### src/rtl/gmrr_interp_reader_if.sv
`default_nettype none
// ============================================================================
//  Module   : gmrr_interp_reader_if
//  Purpose  : AXI-stream style sample channel carried out of the GMRR
//             interpolating reader. Each beat is one complex sample {I,Q}.
//  Signals  : tdata  [2*SWIDTH-1:0]  interpolated sample, I in the upper half
//             tvalid                 sample available
//             tready                 consumer accepts the sample
//  Modports : master (producer side), slave (consumer side)
//  Revision : 1.0  initial release
// ============================================================================
interface gmrr_interp_reader_if #(
  parameter int SWIDTH = 16
) ();
  logic [2*SWIDTH-1:0] tdata;
  logic                tvalid;
  logic                tready;

  modport master (output tdata, output tvalid, input tready);
  modport slave  (input tdata, input tvalid, output tready);
endinterface
`default_nettype wire

### src/rtl/gmrr_interp_reader.sv
`default_nettype none
// ============================================================================
//  Module   : gmrr_interp_reader
//  Purpose  : Read-side engine for the GMRR sample buffer. A phase accumulator
//             walks a fractional read position through the buffer; for each
//             position the two neighbouring complex samples are fetched and
//             linearly interpolated, and one stream beat is emitted.
//  Ports    : clk, reset, clear    clock, sync active-high reset / soft reset
//             step     [FW:0]      position increment, unsigned 1.FRAC_WIDTH
//             wr_ptr   [AW:0]      writer pointer (with wrap bit)
//             rd_ptr   [AW:0]      integer part of read position
//             ram_en, ram_addr     buffer read port request
//             ram_doa, ram_doa_next  word[addr] / word[addr+1], one cycle later
//             out_if (master)      interpolated {I,Q} stream
//  Revision : 1.0  initial release
// ============================================================================
module gmrr_interp_reader #(
  parameter int AWIDTH     = 9,
  parameter int SWIDTH     = 16,
  parameter int FRAC_WIDTH = 16
) (
  input  logic                  clk,
  input  logic                  reset,
  input  logic                  clear,
  input  logic [FRAC_WIDTH:0]   step,
  input  logic [AWIDTH:0]       wr_ptr,
  output logic [AWIDTH:0]       rd_ptr,
  output logic                  ram_en,
  output logic [AWIDTH-1:0]     ram_addr,
  input  logic [2*SWIDTH-1:0]   ram_doa,
  input  logic [2*SWIDTH-1:0]   ram_doa_next,
  gmrr_interp_reader_if.master  out_if
);

  localparam int PW = AWIDTH + 1 + FRAC_WIDTH;   // position width
  localparam int MW = SWIDTH + FRAC_WIDTH + 2;   // product width

  typedef enum logic [2:0] {
    S_IDLE = 3'd0,
    S_RD   = 3'd1,
    S_WRAP = 3'd2,
    S_RD2  = 3'd3,
    S_MUL  = 3'd4,
    S_OUT  = 3'd5
  } state_t;

  state_t                state_q;
  logic [PW-1:0]         pos_q;
  logic [FRAC_WIDTH:0]   step_q;
  logic [2*SWIDTH-1:0]   s0_q;
  logic [2*SWIDTH-1:0]   s1_q;
  logic [2*SWIDTH-1:0]   tdata_q;
  logic                  tvalid_q;

  logic                  rst_w;
  logic [AWIDTH:0]       ipart_w;
  logic [FRAC_WIDTH-1:0] frac_w;
  logic [AWIDTH:0]       occ_w;
  logic                  issue_w;

  // y = a + ((b - a) * f) >>> FRAC_WIDTH. The difference needs one extra bit;
  // f is zero-extended so it multiplies as a non-negative value. The result
  // always lies between a and b, so keeping the low SWIDTH bits is exact.
  function automatic logic [SWIDTH-1:0] lerp(
    input logic [SWIDTH-1:0]     a,
    input logic [SWIDTH-1:0]     b,
    input logic [FRAC_WIDTH-1:0] f
  );
    logic signed [SWIDTH:0] diff;
    logic signed [MW-1:0]   prod;
    logic signed [MW-1:0]   shifted;
    diff    = signed'({b[SWIDTH-1], b}) - signed'({a[SWIDTH-1], a});
    prod    = MW'(diff) * MW'(signed'({1'b0, f}));
    shifted = prod >>> FRAC_WIDTH;
    return a + shifted[SWIDTH-1:0];
  endfunction

  assign rst_w   = reset | clear;
  assign ipart_w = pos_q[PW-1:FRAC_WIDTH];
  assign frac_w  = pos_q[FRAC_WIDTH-1:0];
  assign occ_w   = wr_ptr - ipart_w;
  // Two samples must be present: the interpolation needs word[ipart+1].
  assign issue_w = (state_q == S_IDLE) && (occ_w > (AWIDTH+1)'(1));

  assign rd_ptr        = ipart_w;
  assign out_if.tdata  = tdata_q;
  assign out_if.tvalid = tvalid_q;

  // The RAM read is registered, so the request must be presented in the
  // deciding cycle itself for the data to land in the following state.
  always_comb begin
    ram_en   = 1'b0;
    ram_addr = '0;
    if (!rst_w) begin
      if (issue_w) begin
        ram_en   = 1'b1;
        ram_addr = ipart_w[AWIDTH-1:0];
      end else if (state_q == S_WRAP) begin
        // word[addr+1] is not available past the last address; refetch
        // the successor from address 0.
        ram_en   = 1'b1;
        ram_addr = '0;
      end
    end
  end

  always_ff @(posedge clk) begin
    if (rst_w) begin
      state_q  <= S_IDLE;
      pos_q    <= '0;
      step_q   <= step;
      s0_q     <= '0;
      s1_q     <= '0;
      tdata_q  <= '0;
      tvalid_q <= 1'b0;
    end else begin
      case (state_q)
        S_IDLE: begin
          if (issue_w) begin
            state_q <= (ipart_w[AWIDTH-1:0] == '1) ? S_WRAP : S_RD;
          end
        end
        S_RD: begin
          s0_q    <= ram_doa;
          s1_q    <= ram_doa_next;
          state_q <= S_MUL;
        end
        S_WRAP: begin
          s0_q    <= ram_doa;
          state_q <= S_RD2;
        end
        S_RD2: begin
          s1_q    <= ram_doa;
          state_q <= S_MUL;
        end
        S_MUL: begin
          tdata_q  <= {lerp(s0_q[2*SWIDTH-1:SWIDTH], s1_q[2*SWIDTH-1:SWIDTH], frac_w),
                       lerp(s0_q[SWIDTH-1:0],        s1_q[SWIDTH-1:0],        frac_w)};
          tvalid_q <= 1'b1;
          state_q  <= S_OUT;
        end
        S_OUT: begin
          if (out_if.tready) begin
            tvalid_q <= 1'b0;
            pos_q    <= pos_q + PW'(step_q);
            state_q  <= S_IDLE;
          end
        end
        default: begin
          state_q <= S_IDLE;
        end
      endcase
    end
  end

endmodule
`default_nettype wire

### src/flat_wrapper.sv
// flat-port wrapper written by rule: the top's interface ports become plain ports
module gmrr_interp_reader_flat 
#(
  parameter int AWIDTH     = 9,
  parameter int SWIDTH     = 16,
  parameter int FRAC_WIDTH = 16
)
  (clk, reset, clear, step, wr_ptr, rd_ptr, ram_en, ram_addr, ram_doa, ram_doa_next, out_if_tdata, out_if_tvalid, out_if_tready);
  gmrr_interp_reader_if #(.SWIDTH(SWIDTH)) out_if_i ();
  input  logic clk;
  input  logic reset;
  input  logic clear;
  input  logic [FRAC_WIDTH:0] step;
  input  logic [AWIDTH:0] wr_ptr;
  output logic [AWIDTH:0] rd_ptr;
  output logic ram_en;
  output logic [AWIDTH-1:0] ram_addr;
  input  logic [2*SWIDTH-1:0] ram_doa;
  input  logic [2*SWIDTH-1:0] ram_doa_next;
  output wire logic [$bits(out_if_i.tdata)-1:0] out_if_tdata;
  output wire logic [$bits(out_if_i.tvalid)-1:0] out_if_tvalid;
  input wire logic [$bits(out_if_i.tready)-1:0] out_if_tready;
  assign out_if_tdata = out_if_i.tdata;
  assign out_if_tvalid = out_if_i.tvalid;
  assign out_if_i.tready = out_if_tready;
  gmrr_interp_reader #(.AWIDTH(AWIDTH), .SWIDTH(SWIDTH), .FRAC_WIDTH(FRAC_WIDTH)) u_core (.clk(clk), .reset(reset), .clear(clear), .step(step), .wr_ptr(wr_ptr), .rd_ptr(rd_ptr), .ram_en(ram_en), .ram_addr(ram_addr), .ram_doa(ram_doa), .ram_doa_next(ram_doa_next), .out_if(out_if_i));
endmodule
### config.mk
export PLATFORM = sky130hd
export DESIGN_NAME = gmrr_interp_reader_flat
export DESIGN_NICKNAME = d
export VERILOG_FILES = /design/src/rtl/gmrr_interp_reader_if.sv /design/src/rtl/gmrr_interp_reader.sv /design/src/flat_wrapper.sv
export SDC_FILE = /design/constraint.sdc
export NUM_CORES = 2
export LEC_CHECK = 0
export BUFFER_PORTS_ARGS = -buffer_cell sky130_fd_sc_hd__buf_4
export CORE_MARGIN = 3
export CORE_UTILIZATION = 50
export DETAILED_ROUTE_END_ITERATION = 7
export PLACE_DENSITY = 0.67
export SYNTH_ARGS = -nofsm -noshare
export SYNTH_HDL_FRONTEND = slang
export SYNTH_SLANG_ARGS = --single-unit
### constraint.sdc
create_clock -name clk -period 11.4 [get_ports clk]
set_input_delay 1.71 -clock clk [delete_from_list [all_inputs] [get_ports clk]]
set_output_delay 1.71 -clock clk [all_outputs]
set_load 0.1 [all_outputs]
==> out/metrics.yaml <==
outcome:
  status: "finished, final reports clean"
critical_path:
  arrival_ns: 11.05
  timing.rr.start: "u_core.s0_q[17]"
  r2r_setup_slack_ns: 0.67
  ff2ff_path_depth: 42
  crit_family: "compound AO/OA/AOI/OAI gates"
  required_ns: 11.72
  startpoint_type: "flip-flop"
  crit_top_cell: "fa_1"
  crit_slowest_cell: "xnor2_1"
  r2r_end: "u_core.out_if.tdata[30]"
  critPathBufInv: 5
  crit_cells: 42
  path_class: "flip-flop to flip-flop"
  critPathCaptureType: "flip-flop"
  cpPeakStageDelay_ns: 0.79
  crit_fanout: 7
clock_tree:
  cts_tree: "built"
  clk_pin_slew_ns: 0.07
  cts_buffers: 17
  clock_path_buffers: 2
  ctsHtreeMaxLevel: 4
  cts_resized: 0
  insertion_delay_ns: 0.45
  clock-sinks: 143
  cts-root-buf: "clkbuf_16"
  cts_hold_buf: 0
  cts_setup_buffers: 0
timing:
  hold_viol: 0
  max_slew_margin_pct: 30.2
  rsz0062_at_grt: "false"
  fin_crit_sh_pct: 94.1
  slew_viol_final: 0
  tns_ns: 0
  final.setup_skew_ns: 0.0235
  tightest_slew_ns: 1.04
  setup_viol: 0
  max_clock_freq_mhz: 93.2
  fin_crit_ns: 10.73
  hold_ws_ns: 0.451
grt:
  gr-total-overflow: 0
  grt_pass1_wl_mm: 119
  antenna_found_initial: 0
  grt_pass1_vias: 22700
  grtUsageTotal_pct: 24.8
  grt_max_degree: 94
synth:
  ys_warn_count: 0
  ys.flop_type: "dfxtp_1"
  yosysTopAreaCell: "fa_1"
  synthMuxAreaShare_pct: 1.15
  synth_compound_area_share_pct: 8.05
  synth_top_cell_area_share_pct: 37.4
  synth-adder-area-share_pct: 48.5
  synth-seq-cells: 143
  synthCells: 3315
  syn_area_per_cell_um2: 8.66
  synth_top_family_by_area: "adder cells"
  yosys-top-cells-area: "fa_1, ha_1, inv_1"
  syn_area_um2: 28700
  async_reset_ff_share_pct: 0
  yosysUniqueCellTypes: 72
  synth-simple-area-share_pct: 16.7
  syn_nets: 4200
  synth-edff-count: 17
  yosysSeqAreaShare_pct: 10.6
  synth-xor-area-share_pct: 3.44
final_layout:
  diodes: 0
  layout.nets: 4280
  drive_gt1_share_pct: 7.95
  n_fill_cell: 5325
  syn2layout_area_growth_pct: 8.90
  final-instance-count-excl-fill: 4164
power:
  clkPwrFrac_pct: 37.6
  p_per_area_nw_per_um2: 49.7
  switching_power_mw: 0.564
  ir_worst_vdd_mv: 0.104
  power.leakage_nw: 15.8
  pwr-share-comb_pct: 28.2
  seqPwrFrac_pct: 34.2
  intPower_mw: 0.988
  swShare_pct: 36.3
die:
  die_h_um: 246
  die_x_um: 246
  io_pins: 148
  rows: 87
  initial_core_util_pct: 50.7
  core_um2: 56600
  dieArea_um2: 60300
drt:
  ant_nets: 0
  drtIter0Drc: 1344
  vias: 21500
  avgRoutedWirePerCell_um: 16.9
  drt-pass1-iter-count: 5
  routed_wl_mm: 70.2
  viasPerCell: 5.16
  drc: 0
place:
  placedCellCount: 4132
  port_buffers: 147
  gp_congestion: 0.893
  dp_hpwl_mm: 56.3
worst_hold_path:
  min_to: "u_core.out_if.tdata[22]"
  hold_path.startpoint: "u_core.out_if.tdata[22]"
  hold_class: "flip-flop to flip-flop"
  hold_depth: 2
job:
  max_cap_viol_count: 0
synthesized netlist by cell type (17+ instances only):
master / n
mux2i_1: 33
nor2_1: 123
edfxtp_1: 17
o21a_1: 19
a21o_1: 20
fa_1: 536
nand3_1: 30
inv_1: 731
ha_1: 254
a211oi_1: 40
nor2b_1: 54
nand2b_1: 30
xor2_1: 21
xnor2_1: 89
dfxtp_1: 126
and3_1: 18
nor3_1: 36
a21oi_1: 145
o21ai_0: 39
and2_1: 203
nand2_1: 451
clkbuf_1: 127
power groups by stage:
stage | Combinational [mW] | Sequential (mW) | Clock [mW]
2_1_floorplan | 0.240 | 0.540 | 0
3_3_place_gp | 0.425 | 0.542 | 0
3_5_place_dp | 0.429 | 0.542 | 0
4_1_cts | 0.431 | 0.531 | 0.595
5_1_grt | 0.474 | 0.532 | 0.611
6_report | 0.438 | 0.531 | 0.583
placed cells by master, fill, tap and decap left out, types with 6 or more instances in the layout:
cell type | netlist | final
a211oi_1 | 40 | 40
a21o_1 | 20 | 20
a21oi_1 | 145 | 145
a31oi_1 | 8 | 8
and2_1 | 203 | 203
and3_1 | 18 | 18
buf_4 | 10 | 208
clkbuf_16 | 0 | 17
dfxtp_1 | 126 | 124
edfxtp_1 | 17 | 17
fa_1 | 536 | 536
ha_1 | 254 | 254
inv_1 | 731 | 731
mux2i_1 | 33 | 33
nand2_1 | 451 | 451
nand2b_1 | 30 | 30
nand3_1 | 30 | 30
nand4_1 | 6 | 6
nor2_1 | 123 | 121
nor2b_1 | 54 | 53
nor3_1 | 36 | 34
nor3b_1 | 11 | 11
o211ai_1 | 13 | 13
o21a_1 | 19 | 19
o21ai_0 | 39 | 39
o21ai_1 | 13 | 13
or3_1 | 15 | 15
or3b_1 | 6 | 6
xnor2_1 | 89 | 87
xor2_1 | 21 | 21
worst min-delay path, delay by kind of cell (launching register included):
kind / cells / cell delay [ns]
AOI/OAI and AO/OA: 1 / 0.05
DFF: 1 / 0.31
and+or+nand+nor: 1 / 0.05
cells by family (layout without fill, tap and decap cells):
family,Yosys count,count (layout)
muxes,33,33
DFF,143,143
and+or+nand+nor,1001,1001
buffers and inverters,879,972
xor gates and xnor gates,111,111
adders and majority gates,790,790
AOI/OAI and AO/OA,358,358
registers in the layout, indices dropped and copies added, names as in the netlist:
name,cells
u_core.out_if.tdata,32
u_core.step_q,17
u_core.state_q,3
u_core.s1_q,32
u_core.out_if.tvalid,1
u_core.s0_q,32
u_core.pos_q,26
worst max path at each step:
| stage | startpoint | end | slack, ns |
|---|---|---|---|
| after floorplan | u_core.s1_q[16] | u_core.out_if.tdata[31] | 2.24 |
| after global placement | u_core.s0_q[17] | u_core.out_if.tdata[30] | 0.99 |
| after detailed placement | u_core.s1_q[16] | u_core.out_if.tdata[30] | 0.91 |
| after CTS | u_core.s1_q[16] | u_core.out_if.tdata[30] | 0.87 |
| after global routing | u_core.s0_q[17] | u_core.out_if.tdata[30] | 0.05 |
| final | u_core.s0_q[17] | u_core.out_if.tdata[30] | 0.67 |
routing by layer:
metal  up-vias  track usage (%)  share of wire (%)
met3       120             3.66                6.3
met5         -                0                  0
met2       642             40.4                 46
met1     10500             34.8                 45
met4         0             6.63                2.7
li1      10200                -                  -
cell type report:
class | instances | area [µm²] | share of cell area, %
Tap cell | 756 | 946 | 3.03
Clock buffer | 19 | 443 | 1.42
Multi-Input combinational cell | 2293 | 22400 | 71.6
Sequential cell | 143 | 3040 | 9.71
Inverter | 732 | 2750 | 8.80
Clock inverter | 13 | 155 | 0.496
Timing Repair Buffer | 208 | 1560 | 5.00
metrics by stage:
stage	power, mW	setup slack, ns	instance area, µm²	utilization, %
4_1_cts	1.56	0.867	31300	55.2
3_3_place_gp	0.967	0.993	30700	54.2
6_report	1.55	0.670	31300	55.2
5_1_grt	1.62	0.0455	31300	55.2
2_1_floorplan	0.780	2.24	28700	-
3_5_place_dp	0.972	0.906	30700	54.2
(Power assumes the default switching activity.)
